File: config.mk
export PLATFORM = sky130hd
export DESIGN_NAME = hazard_stall_unit
export DESIGN_NICKNAME = d
export VERILOG_FILES = /design/src/rtl/hazard_pkg.sv /design/src/rtl/mem_wait_fsm.sv /design/src/rtl/hazard_stall_unit.sv
export SDC_FILE = /design/constraint.sdc
export NUM_CORES = 1
export LEC_CHECK = 0
export ABC_AREA = 1
export ABC_CLOCK_PERIOD_IN_PS = 1290
export BUFFER_PORTS_ARGS = -buffer_cell sky130_fd_sc_hd__buf_2
export CAP_MARGIN = 20
export CORE_MARGIN = 1.5
export CORE_UTILIZATION = 30
export CTS_CLUSTER_SIZE = 24
export DETAILED_ROUTE_END_ITERATION = 8
export SYNTH_ARGS = -nofsm -noshare
export SYNTH_HDL_FRONTEND = slang
export SYNTH_SLANG_ARGS = --single-unit
File: constraint.sdc
create_clock -name clk -period 1.29 [get_ports clk]
set_input_delay 0.3225 -clock clk [delete_from_list [all_inputs] [get_ports clk]]
set_output_delay 0.3225 -clock clk [all_outputs]
set_load 0.02 [all_outputs]
File: src/rtl/hazard_pkg.sv
// rtl/hazard_pkg.sv - shared types and widths for the hazard stall unit
package hazard_pkg;

  typedef enum logic [1:0] {
    RUN      = 2'd0,
    MEM_WAIT = 2'd1,
    MEM_ERR  = 2'd2
  } state_t;

  localparam int REG_ADDR_W = 5;
  localparam int PERF_CNT_W = 32;

endpackage

File: src/rtl/mem_wait_fsm.sv
// rtl/mem_wait_fsm.sv - data-memory wait-state FSM with timeout watchdog
module mem_wait_fsm
  import hazard_pkg::*;
#(
  parameter int TIMEOUT_CYCLES = 16
) (
  input  logic clk,
  input  logic rst,
  input  logic MemReqM,
  input  logic MemAckM,
  output logic memStall,
  output logic MemErr
);

  localparam int                CNT_W     = $clog2(TIMEOUT_CYCLES + 1);
  localparam logic [CNT_W-1:0]  CNT_LIMIT = CNT_W'(TIMEOUT_CYCLES);
  localparam logic [CNT_W-1:0]  CNT_ONE   = CNT_W'(1);

  state_t           state;
  state_t           state_nxt;
  logic [CNT_W-1:0] cnt;
  logic [CNT_W-1:0] cnt_nxt;

  // State and wait-counter registers; reset returns to RUN with an empty counter
  always_ff @(posedge clk or negedge rst) begin
    if (!rst) begin
      state <= RUN;
      cnt   <= '0;
    end else begin
      state <= state_nxt;
      cnt   <= cnt_nxt;
    end
  end

  // Next-state, counter and stall decode; the counter stops at the limit so it never wraps
  always_comb begin
    state_nxt = state;
    cnt_nxt   = cnt;
    memStall  = 1'b0;
    MemErr    = 1'b0;
    case (state)
      RUN: begin
        // An ack arriving with the request completes in place; a lone ack is ignored
        if (MemReqM && !MemAckM) begin
          memStall  = 1'b1;
          state_nxt = MEM_WAIT;
          cnt_nxt   = CNT_ONE;
        end
      end
      MEM_WAIT: begin
        if (MemAckM) begin
          state_nxt = RUN;
          cnt_nxt   = '0;
        end else begin
          memStall = 1'b1;
          if (cnt == CNT_LIMIT) begin
            state_nxt = MEM_ERR;
          end else begin
            cnt_nxt = cnt + CNT_ONE;
          end
        end
      end
      MEM_ERR: begin
        // Absorbing: the pipeline stays frozen until reset
        memStall = 1'b1;
        MemErr   = 1'b1;
      end
      default: begin
        state_nxt = RUN;
        cnt_nxt   = '0;
      end
    endcase
  end

endmodule

File: src/rtl/hazard_stall_unit.sv
// rtl/hazard_stall_unit.sv - pipeline stall/flush control; HAZARD_PERF_EN adds stall counters
module hazard_stall_unit
  import hazard_pkg::*;
#(
  parameter int TIMEOUT_CYCLES = 16
) (
  input  logic                  clk,
  input  logic                  rst,
  input  logic [REG_ADDR_W-1:0] Rs1_D,
  input  logic [REG_ADDR_W-1:0] Rs2_D,
  input  logic [REG_ADDR_W-1:0] RD_E,
  input  logic                  MemReadE,
  input  logic                  PCSrcE,
  input  logic                  MemReqM,
  input  logic                  MemAckM,
  output logic                  StallF,
  output logic                  StallD,
  output logic                  StallE,
  output logic                  StallM,
  output logic                  FlushD,
  output logic                  FlushE,
  output logic                  FlushW,
  output logic                  MemErr
`ifdef HAZARD_PERF_EN
  ,
  output logic [PERF_CNT_W-1:0] LuStallCnt,
  output logic [PERF_CNT_W-1:0] MemStallCnt
`endif
);

  logic fsm_stall;
  logic fsm_err;
  logic lw_hit;
  logic lw_stall;
  logic mem_stall;
  logic br_taken;

  mem_wait_fsm #(
    .TIMEOUT_CYCLES(TIMEOUT_CYCLES)
  ) u_mem_wait_fsm (
    .clk      (clk),
    .rst      (rst),
    .MemReqM  (MemReqM),
    .MemAckM  (MemAckM),
    .memStall (fsm_stall),
    .MemErr   (fsm_err)
  );

  // Load-use compare gated by reset so every output is quiet while reset is held
  always_comb begin
    lw_hit    = MemReadE && (RD_E != '0) && ((RD_E == Rs1_D) || (RD_E == Rs2_D));
    lw_stall  = rst && lw_hit;
    mem_stall = rst && fsm_stall;
    br_taken  = rst && PCSrcE;
  end

  // Output equations; a frozen Execute defers any branch flush until the memory stall falls
  always_comb begin
    StallF = lw_stall || mem_stall;
    StallD = lw_stall || mem_stall;
    StallE = mem_stall;
    StallM = mem_stall;
    FlushW = mem_stall;
    FlushE = (lw_stall || br_taken) && !mem_stall;
    FlushD = br_taken && !mem_stall;
    MemErr = rst && fsm_err;
  end

`ifdef HAZARD_PERF_EN
  // Saturating event counters for load-use bubbles and memory-wait cycles
  always_ff @(posedge clk or negedge rst) begin
    if (!rst) begin
      LuStallCnt  <= '0;
      MemStallCnt <= '0;
    end else begin
      if (lw_stall && !mem_stall && (LuStallCnt != '1)) begin
        LuStallCnt <= LuStallCnt + 1'b1;
      end
      if (mem_stall && (MemStallCnt != '1)) begin
        MemStallCnt <= MemStallCnt + 1'b1;
      end
    end
  end
`endif

endmodule

==> qor.csv <==
metric;value;unit
final_critical_path_setup_slack;-420;ps
cts-buffers-inserted;3;
grt_usage;0.146;
cell_internal_pwr;417;uW
net_switching_share_of_the_total_power;0.316;
globalRouteMet1Util;0.178;
tritoncts_clock_tree;built;
clkPwrFrac;0.357;
power_density;527;mW/mm^2
power.combinational.fraction;0.284;
wl;1990;um
detailedRoute.firstPassIterationCount;5;
detail_route.wl_per_cell;10.5;um
timing.critical_path.from_type;register;
number_of_failing_hold_endpoints_at_the_final_stage;0;
yosys_warnings;0;
place_inst;180;
synth_nets;137;
dr.first_iter.drc_count;12;
yosys-top-cells-area;sky130_fd_sc_hd__dfrtp_1 25%, sky130_fd_sc_hd__nand2_1 17%, sky130_fd_sc_hd__inv_1 11%;
synthFlopType;sky130_fd_sc_hd__dfrtp_1;
post-synth-top-area-cell;sky130_fd_sc_hd__dfrtp_1;
vias_per_cell;4.42;
dieHeight;51.5;um
clock_tree.htree_level_count;1;
antenna_found_initial;0;
most_crowded_layer_gr;met2;
core_region_area;0.00221;mm^2
worst-endpoint-arrival;1390;ps
core.rowCount;17;
antenna_cells_inserted;0;
cts.path.max_buffers;2;
finalNetCount;186;
area_delta_synth_final;64.5;%
power_frac_seq;0.360;
required;970;ps
insertion_delay;260;ps
clock-sinks;7;
postSynthAreaPerCell;6.18;um^2
worstSetupEndpointType;output port;
worst-setup-path-type;register to output port;
floorplan.initialDensity;0.318;
synth-async-reset-ratio;1.00;
hpwlAfterDp;1490;um
die_width;51.5;um
timing.slew.headroom;0.811;
power_leakage;0.000639;uW
worstHoldPathType;primary input to asynchronous set/reset pin;
count_of_flip_flops_with_a_built_in_enable_after_synthesis;0;
number_of_max_cap_violations;0;
finalMaxSlewViolations;0;
setup_violations;11;
final.setup.tns;-2690;ps
fin_cells;190;
cts_root_buf;sky130_fd_sc_hd__clkbuf_4;
boundaryPins;29;
worst_clock_skew;1.36;ps
synthMostInstantiatedCell;sky130_fd_sc_hd__nand2_1;
vdd_ir_drop_max;0.526;mV
synth_seq_cells;7;
via_count;840;
min_period_over_period;1.33;
grtUsageMet3;0.0175;
grt_max_degree;6;
grt_setup_unrepaired;true;
global_route.overflow_total;0;
ys_top_cells_by_count;31 x sky130_fd_sc_hd__nand2_1, 21 x sky130_fd_sc_hd__inv_1, 16 x sky130_fd_sc_hd__nor2_1;
grt_pass1_wl;2990;um
worst_slew_pin_slew;282;ps
ys_types;19;
status;complete, but fails checks;
drive_gt1_frac;0.494;
post-route-min-period;1710;ps
max_freq;0.585;GHz
synth.cell_area;704;um^2
netSwitchingPower;193;uW
synthDominantCellAreaShare;0.249;
crit_path_max_fanout;4;
buffer_ports.inserted;28;
grt_pass1_vias;779;
netlist_instances;114;
synth_seq_area_share;0.249;
gr-usage-met2;0.267;
path_clk_slew;60;ps
detail-route-antenna-nets;0;
route.detailed.drc;0;
place.gp.congestion;0.846;
failed_checks;setup timing;
die-area;0.00265;mm^2
power groups by stage:
stage	Clock, uW	Combinational (uW)	Sequential, uW
floorplan	0	82.8	224
global placement	0	147	224
detailed placement	0	151	224
CTS	224	171	219
global route	232	192	219
finish	218	173	219
state kept, by name, indices dropped and copies added (netlist names):
name	cells
u_mem_wait_fsm.state	2
u_mem_wait_fsm.cnt	5
critical path, cell delays in order (launching register included):
cell	delay (ps)
sky130_fd_sc_hd__dfrtp_2	450
sky130_fd_sc_hd__nor2_4	110
sky130_fd_sc_hd__nor2_2	40
sky130_fd_sc_hd__nor2_1	110
sky130_fd_sc_hd__nand2_2	100
sky130_fd_sc_hd__nand3_1	110
sky130_fd_sc_hd__nand2_2	40
sky130_fd_sc_hd__buf_2	150
through the flow:
step | setup WS (ps) | power [uW] | util | cell area [um^2] | hold slack, ps
detailed placement | -239 | 375 | 0.435 | 962 | 264
global placement | -213 | 371 | 0.435 | 962 | 260
global route | -508 | 643 | 0.524 | 1160 | 98.1
finish | -420 | 610 | 0.524 | 1160 | 79.0
floorplan | -78.7 | 306 | - | 723 | 26.9
CTS | -436 | 614 | 0.494 | 1090 | 79.2
timing repair:
| action | 4_1_cts | 5_1_grt |
|---|---|---|
| endpoints found under the hold margin | 5 | 0 |
| endpoints found under the setup margin | 11 | 14 |
| pin swaps | 5 | 7 |
| gates resized for setup | 19 | 19 |
| hold buffers | 1 | 0 |
| buffers inserted | 6 | 0 |
cells in the final DEF, fill, tap and decap left out, types with 2 or more instances in the layout:
| master | count |
|---|---|
| sky130_fd_sc_hd__nand2_1 | 25 |
| sky130_fd_sc_hd__buf_2 | 21 |
| sky130_fd_sc_hd__inv_1 | 16 |
| sky130_fd_sc_hd__buf_4 | 15 |
| sky130_fd_sc_hd__nor2_1 | 14 |
| sky130_fd_sc_hd__buf_6 | 10 |
| sky130_fd_sc_hd__nand3_1 | 9 |
| sky130_fd_sc_hd__nand2_2 | 8 |
| sky130_fd_sc_hd__dfrtp_1 | 6 |
| sky130_fd_sc_hd__inv_2 | 5 |
| sky130_fd_sc_hd__nor2_4 | 4 |
| sky130_fd_sc_hd__clkbuf_4 | 3 |
| sky130_fd_sc_hd__nor2_2 | 2 |
| sky130_fd_sc_hd__nand3_2 | 2 |
| sky130_fd_sc_hd__xnor2_1 | 2 |
| sky130_fd_sc_hd__nand2_4 | 2 |
| sky130_fd_sc_hd__xor2_1 | 2 |
| sky130_fd_sc_hd__o21ai_2 | 2 |
| sky130_fd_sc_hd__o21ai_1 | 2 |
| sky130_fd_sc_hd__nand4_1 | 2 |
worst paths after layout:
check | from | end | slack (ps) | cells past startpoint
min in group clk | MemReqM | u_mem_wait_fsm.state[0] | 350 | 2
max in group asynchronous | rst | u_mem_wait_fsm.state[0] | 510 | 3
setup / recovery | u_mem_wait_fsm.state[1] | FlushE | -420 | 7
hold reg to reg | u_mem_wait_fsm.cnt[4] | u_mem_wait_fsm.cnt[4] | 580 | 2
setup reg to reg | u_mem_wait_fsm.state[1] | u_mem_wait_fsm.cnt[0] | -10 | 8
hold / removal | rst | u_mem_wait_fsm.state[1] | 80 | 3
cells by family (layout without fill, tap and decap cells):
logic type	after synthesis	count (layout)	synth area share
adders and majority gates	2	2	0.0355
DFF	7	7	0.249
xor gates and xnor gates	4	4	0.0497
buffers and inverters	25	73	0.153
and+or+nand+nor	69	69	0.446
AOI/OAI and AO/OA	7	7	0.0675
metal layers:
| metal | share of wire | vias up | routed length, um |
|---|---|---|---|
| met4 | 0.0095 | 0 | 19 |
| li1 | - | 441 | - |
| met3 | 0.061 | 3 | 121 |
| met1 | 0.41 | 365 | 811 |
| met2 | 0.52 | 31 | 1040 |
| met5 | 0 | - | 0 |
cell type report:
cell class | instances | area (um^2)
flip-flops and latches | 7 | 176
clock inverters | 1 | 5.00
repair buffers | 47 | 340
multi-input cells | 82 | 494
fillers | 212 | 1050
well taps | 28 | 35.0
inverters | 22 | 85.1
clock buffers | 3 | 22.5
Note: power is estimated with default switching activity, not from simulation.
